<file path="src/rtl/accum_add_sub_n_bits.sv">
// -----------------------------------------------------------------------------
// accum_add_sub_n_bits
//
// Parametrised N-bit accumulating adder/subtractor. A batch is opened with
// `start`, which clears the accumulator, the beat counter and the flags. Each
// accepted beat (in_valid & in_ready) then loads, adds to, subtracts from or
// leaves the accumulator unchanged. The beat is counted in every case. When
// OPS_MAX beats have been accepted, the block holds the result and raises
// `done` until the next `start`.
//
// Parameters
//   N         data width of in, A, B and S
//   OPS_MAX   accepted beats per batch (>= 1)
//   SATURATE  0: wrap modulo 2^N, 1: clamp unsigned (add -> 2^N-1, sub -> 0)
//
// Ports
//   clk       rising-edge clock
//   reset     asynchronous, active-high reset
//   start     open a new batch (has priority over a beat in the same cycle)
//   in_valid  input beat offered
//   in_ready  beat can be accepted this cycle (RUN and no start)
//   mode      00 load, 01 add, 10 sub, 11 no-op (beat only counted)
//   in        input operand
//   A         stored operand (accumulator)
//   B         current input operand (combinational copy of in)
//   S         result (accumulator, registered)
//   cout      unsigned carry (add) / borrow (sub) of the last accepted op
//   ovf       two's-complement overflow of the last accepted op
//   zero      accumulator == 0
//   count     accepted beats in the current batch
//   done      batch complete, result held
// -----------------------------------------------------------------------------
module accum_add_sub_n_bits #(
  parameter int N        = 8,
  parameter int OPS_MAX  = 4,
  parameter bit SATURATE = 1'b0,
  localparam int CW      = $clog2(OPS_MAX + 1)
) (
  input  logic          clk,
  input  logic          reset,
  input  logic          start,
  input  logic          in_valid,
  output logic          in_ready,
  input  logic [1:0]    mode,
  input  logic [N-1:0]  in,
  output logic [N-1:0]  A,
  output logic [N-1:0]  B,
  output logic [N-1:0]  S,
  output logic          cout,
  output logic          ovf,
  output logic          zero,
  output logic [CW-1:0] count,
  output logic          done
);

  typedef enum logic [1:0] {
    IDLE = 2'd0,
    RUN  = 2'd1,
    DONE = 2'd2
  } state_t;

  localparam logic [1:0] MODE_LOAD = 2'b00;
  localparam logic [1:0] MODE_ADD  = 2'b01;
  localparam logic [1:0] MODE_SUB  = 2'b10;

  localparam logic [CW-1:0] COUNT_LAST = CW'(OPS_MAX);
  localparam logic [CW-1:0] COUNT_ONE  = CW'(1'b1);

  // Signed overflow of a+b: operands agree in sign, result sign differs.
  function automatic logic add_ovf(input logic a_msb, input logic b_msb, input logic r_msb);
    return (a_msb == b_msb) & (r_msb != a_msb);
  endfunction

  // Signed overflow of a-b: operands differ in sign, result sign differs from a.
  function automatic logic sub_ovf(input logic a_msb, input logic b_msb, input logic r_msb);
    return (a_msb != b_msb) & (r_msb != a_msb);
  endfunction

  state_t        state_r;
  state_t        state_nxt_s;
  logic [N-1:0]  acc_r;
  logic [N-1:0]  acc_nxt_s;
  logic          cout_r;
  logic          cout_nxt_s;
  logic          ovf_r;
  logic          ovf_nxt_s;
  logic [CW-1:0] count_r;
  logic [CW-1:0] count_nxt_s;
  logic          done_r;
  logic [N:0]    sum_s;
  logic [N:0]    dif_s;
  logic          in_ready_s;
  logic          accept_s;

  // Handshake: start wins over a beat offered in the same cycle.
  always_comb begin
    in_ready_s = (state_r == RUN) & ~start;
    accept_s   = in_valid & in_ready_s;
  end

  // Datapath next values: N+1-bit arithmetic exposes carry/borrow in the MSB.
  always_comb begin
    sum_s       = {1'b0, acc_r} + {1'b0, in};
    dif_s       = {1'b0, acc_r} - {1'b0, in};
    acc_nxt_s   = acc_r;
    cout_nxt_s  = cout_r;
    ovf_nxt_s   = ovf_r;
    count_nxt_s = count_r;
    if (start) begin
      acc_nxt_s   = {N{1'b0}};
      cout_nxt_s  = 1'b0;
      ovf_nxt_s   = 1'b0;
      count_nxt_s = {CW{1'b0}};
    end else if (accept_s) begin
      count_nxt_s = count_r + COUNT_ONE;
      case (mode)
        MODE_LOAD: begin
          acc_nxt_s  = in;
          cout_nxt_s = 1'b0;
          ovf_nxt_s  = 1'b0;
        end
        MODE_ADD: begin
          cout_nxt_s = sum_s[N];
          ovf_nxt_s  = add_ovf(acc_r[N-1], in[N-1], sum_s[N-1]);
          // Flags keep the raw carry even when the stored value is clamped.
          if (SATURATE && sum_s[N]) begin
            acc_nxt_s = {N{1'b1}};
          end else begin
            acc_nxt_s = sum_s[N-1:0];
          end
        end
        MODE_SUB: begin
          cout_nxt_s = dif_s[N];
          ovf_nxt_s  = sub_ovf(acc_r[N-1], in[N-1], dif_s[N-1]);
          if (SATURATE && dif_s[N]) begin
            acc_nxt_s = {N{1'b0}};
          end else begin
            acc_nxt_s = dif_s[N-1:0];
          end
        end
        default: begin
          // No-op beat: only the counter advances.
          acc_nxt_s  = acc_r;
          cout_nxt_s = cout_r;
          ovf_nxt_s  = ovf_r;
        end
      endcase
    end else begin
      count_nxt_s = count_r;
    end
  end

  // FSM next state: any start (re)opens a batch; the last beat closes it.
  always_comb begin
    state_nxt_s = state_r;
    case (state_r)
      IDLE: begin
        if (start) begin
          state_nxt_s = RUN;
        end else begin
          state_nxt_s = IDLE;
        end
      end
      RUN: begin
        if (start) begin
          state_nxt_s = RUN;
        end else if (accept_s && (count_nxt_s == COUNT_LAST)) begin
          state_nxt_s = DONE;
        end else begin
          state_nxt_s = RUN;
        end
      end
      DONE: begin
        if (start) begin
          state_nxt_s = RUN;
        end else begin
          state_nxt_s = DONE;
        end
      end
      default: begin
        state_nxt_s = IDLE;
      end
    endcase
  end

  // FSM state register.
  always_ff @(posedge clk or posedge reset) begin
    if (reset) begin
      state_r <= IDLE;
    end else begin
      state_r <= state_nxt_s;
    end
  end

  // Accumulator, flags, counter and done registers.
  always_ff @(posedge clk or posedge reset) begin
    if (reset) begin
      acc_r   <= {N{1'b0}};
      cout_r  <= 1'b0;
      ovf_r   <= 1'b0;
      count_r <= {CW{1'b0}};
      done_r  <= 1'b0;
    end else begin
      acc_r   <= acc_nxt_s;
      cout_r  <= cout_nxt_s;
      ovf_r   <= ovf_nxt_s;
      count_r <= count_nxt_s;
      done_r  <= (state_nxt_s == DONE);
    end
  end

  assign in_ready = in_ready_s;
  assign A        = acc_r;
  assign B        = in;
  assign S        = acc_r;
  assign cout     = cout_r;
  assign ovf      = ovf_r;
  assign zero     = (acc_r == {N{1'b0}});
  assign count    = count_r;
  assign done     = done_r;

endmodule

</file>
<file path="config.mk">
export PLATFORM = sky130hd
export DESIGN_NAME = accum_add_sub_n_bits
export DESIGN_NICKNAME = d
export VERILOG_FILES = /design/src/rtl/accum_add_sub_n_bits.sv
export SDC_FILE = /design/constraint.sdc
export NUM_CORES = 1
export LEC_CHECK = 0
export ABC_AREA = 1
export ABC_CLOCK_PERIOD_IN_PS = 4900
export CORE_ASPECT_RATIO = 0.8
export CORE_UTILIZATION = 55
export CTS_BUF_LIST = sky130_fd_sc_hd__clkbuf_16
export CTS_CLUSTER_SIZE = 16
export DETAILED_ROUTE_END_ITERATION = 7
export GPL_TIMING_DRIVEN = 0
export MAX_ROUTING_LAYER = met4
export PLACE_DENSITY_LB_ADDON = 0.25
export SLEW_MARGIN = 20
export SYNTH_ARGS = -nofsm -noshare
export SYNTH_HDL_FRONTEND = slang
export SYNTH_SLANG_ARGS = --single-unit
</file>
<file path="constraint.sdc">
create_clock -name clk -period 4.9 [get_ports clk]
set_clock_uncertainty 0.2 [all_clocks]
set_input_delay 0.98 -clock clk [delete_from_list [all_inputs] [get_ports clk]]
set_output_delay 0.98 -clock clk [all_outputs]
set_load 0.005 [all_outputs]
</file>
==> flow_summary.toml <==
[outcome]
outcome = "finished, final reports clean"

[yosys]
synth_xor_xnor_area_share_pct = 0
synth_mux_area_share_pct = 0
ys.flop_type = "dfrtp_1"
synth_compound_area_share_pct = 11.6
synth_edf_count = 0
synth_nets = 330
synth_fa_ha_area_share_pct = 14.9
synth_top_family_by_area = "simple AND/OR/NAND/NOR gates"
ys_async_sr_fraction_pct = 100
syn_inst = 294
avgSynthCellArea_um2 = 6.63
yosys.area_share.simple_pct = 35.0
syn_area_um2 = 1950
yosysWarnings = 0
ys_seq_area_share_pct = 20.5
synth_cell_type_count = 34
synth_seq_cells = 16

[power]
combPwrFrac_pct = 44.2
powerDensity_nw_per_um2 = 226
ir_worst_vdd_mv = 0.248
p_seq_share_pct = 27.6
power_switching_mw = 0.203
leakage_nw = 1.35
swShare_pct = 35.6
clock_power_share_pct = 28.2
p_int_mw = 0.367

[drt]
wire_per_inst_um = 13.7
first_pass_iters = 5
drt-total-wl_um = 5230
drt_iter0_drc = 124
num_vias = 2058
vias_per_cell = 5.37
drc_errors = 0
ant_nets = 0

[worst_setup_path]
crit_type = "input pin to output port"
cp_data_required_time_ns = 3.72
cp.arrival_ns = 2.36
reg2regPathDepth = 10
critPathCaptureType = "output port"
startpoint_type = "input pin"
crit_path_max_fanout = 3

[floorplanning]
rows = 18
fp.dieArea_um2 = 3790
dieWidth_um = 68.6
ios = 46
floorplan.initialDensity_pct = 60.6
die_height_um = 55.3
core_area_um2 = 3220

[cts]
clock_path_buffers = 2
cts_tree = "yes"
post_cts_buffers = 0
clk_latency_ns = 0.25
cts_resized = 0
htreeDepth = 1
clock-sinks = 16
numCtsBuffers = 3
clock-root-buffer = "clkbuf_16"
clkTransAtPathRegs_ns = 0.05
postCtsHoldBufs = 0

[placement]
dpl.hpwl_um = 4150
placed_area_um2 = 2450
gp_congestion = 0.921
io_buffers = 45

[final_layout]
multi_input_area_um2 = 1200
design_area_um2 = 2530
drive_gt1_share_pct = 14.9
regArea_um2 = 400
final_cell_mix = "nand2_1, clkdlybuf4s50_1, inv_1, nand3_1, ha_1"
syn2layout_area_growth_pct = 29.7
antenna_cells = 0
nets = 380
fill_cells = 253
final_common_cell = "nand2_1"

[global_routing]
grt_pass1_wl_um = 8490
antenna_found_initial = 0
grt_max_degree = 17
grt_remaining_overflow = 0
grt_usage_pct = 30.7
grt_pass1_vias = 1847

[timing]
max_slew_margin_pct = 58.5
drv_slew = 0
fin_crit_sh_pct = 72.3
tightest_slew_ns = 0.621
fin_tns_setup_ns = 0
rsz0062_at_grt = "false"
final_hold_viol_count = 0
setup_violations = 0
max_freq_ghz = 0.282
fin_crit_ns = 3.54

[worst_hold_path]
min_path_type = "register to register"
min_path_cells = 1

[job]
maxCapViolCount = 0
## state kept, by name (all words and copies together) (netlist names)
register  count
count         3
cout          1
done          1
ovf           1
state_r       2
A             8
## through the flow
stage | setup slack, ns | std cells | total power [mW] | utilization, % | hold slack [ns]
finish | 1.36 | 383 | 0.571 | 78.6 | 0.256
global placement | 1.38 | 379 | 0.403 | 76.1 | 0.234
CTS | 1.36 | 383 | 0.570 | 78.6 | 0.249
global route | 1.25 | 383 | 0.608 | 78.6 | 0.262
floorplan | 2.49 | 294 | 0.313 | - | 0.215
detailed placement | 1.36 | 379 | 0.408 | 76.1 | 0.243
## power by group through the flow
stage	registers, mW	clock network (mW)	logic, mW
floorplan	0.156	0	0.157
global placement	0.159	0	0.244
detailed placement	0.159	0	0.249
CTS	0.157	0.162	0.250
global route	0.159	0.169	0.280
finish	0.158	0.161	0.252
## synthesized netlist by cell type, types with 2 or more instances
library cell,n,area [µm²]
nand2_1,79,297
inv_1,39,146
nand3_1,33,165
ha_1,20,250
buf_4,18,135
nor2_1,17,63.8
dfrtp_1,16,400
a21oi_1,15,75.1
inv_2,9,33.8
nand2_2,5,31.3
nand4_1,5,31.3
o21ai_0,4,20.0
o21ai_1,4,20.0
nor2_2,3,18.8
nor2_4,3,33.8
buf_2,2,10.0
buf_6,2,22.5
fa_1,2,40.0
nor3_1,2,10.0
o211ai_1,2,15.0
## worst max-delay path: stages
cell and delay [ns]:
clkdlybuf4s50_1 0.49, nor3_1 0.33, clkdlybuf4s50_1 0.56
## logic make-up (layout without fill, tap and decap cells)
| family | Yosys count | count (layout) |
|---|---|---|
| AO/OA/AOI/OAI | 35 | 35 |
| adder cells (fa/ha/maj) | 22 | 22 |
| buffers and inverters | 71 | 120 |
| flip-flops | 16 | 16 |
| AND/OR/NAND/NOR | 150 | 150 |
## per-layer routing
metal | vias to the layer above | track usage [%] | part of all wire, %
li1 | 1021 | - | -
met1 | 927 | 43.0 | 44
met2 | 100 | 47.2 | 46
met3 | 10 | 3.93 | 8.6
met4 | 0 | 6.25 | 1.4
met5 | - | - | 0
## path summary, 6_finish.rpt
kind,start,to,slack (ns)
max,start,in_ready,1.36
min,state_r[0],state_r[0],0.26
max reg2reg,A[0],A[4],2.70
min reg2reg,state_r[0],state_r[0],0.26
max in group asynchronous,reset,ovf,3.19
min in group asynchronous,reset,A[6],0.91
## cell type report
cell class / instances / share of cell area (%)
clock buffers: 3 / 2.97
flip-flops and latches: 16 / 15.8
clock inverters: 1 / 0.148
well taps: 40 / 1.98
plain buffers: 23 / 6.78
multi-input cells: 207 / 47.4
inverters: 48 / 7.12
repair buffers: 45 / 17.8
No activity file was read; power rests on OpenSTA's default activity.
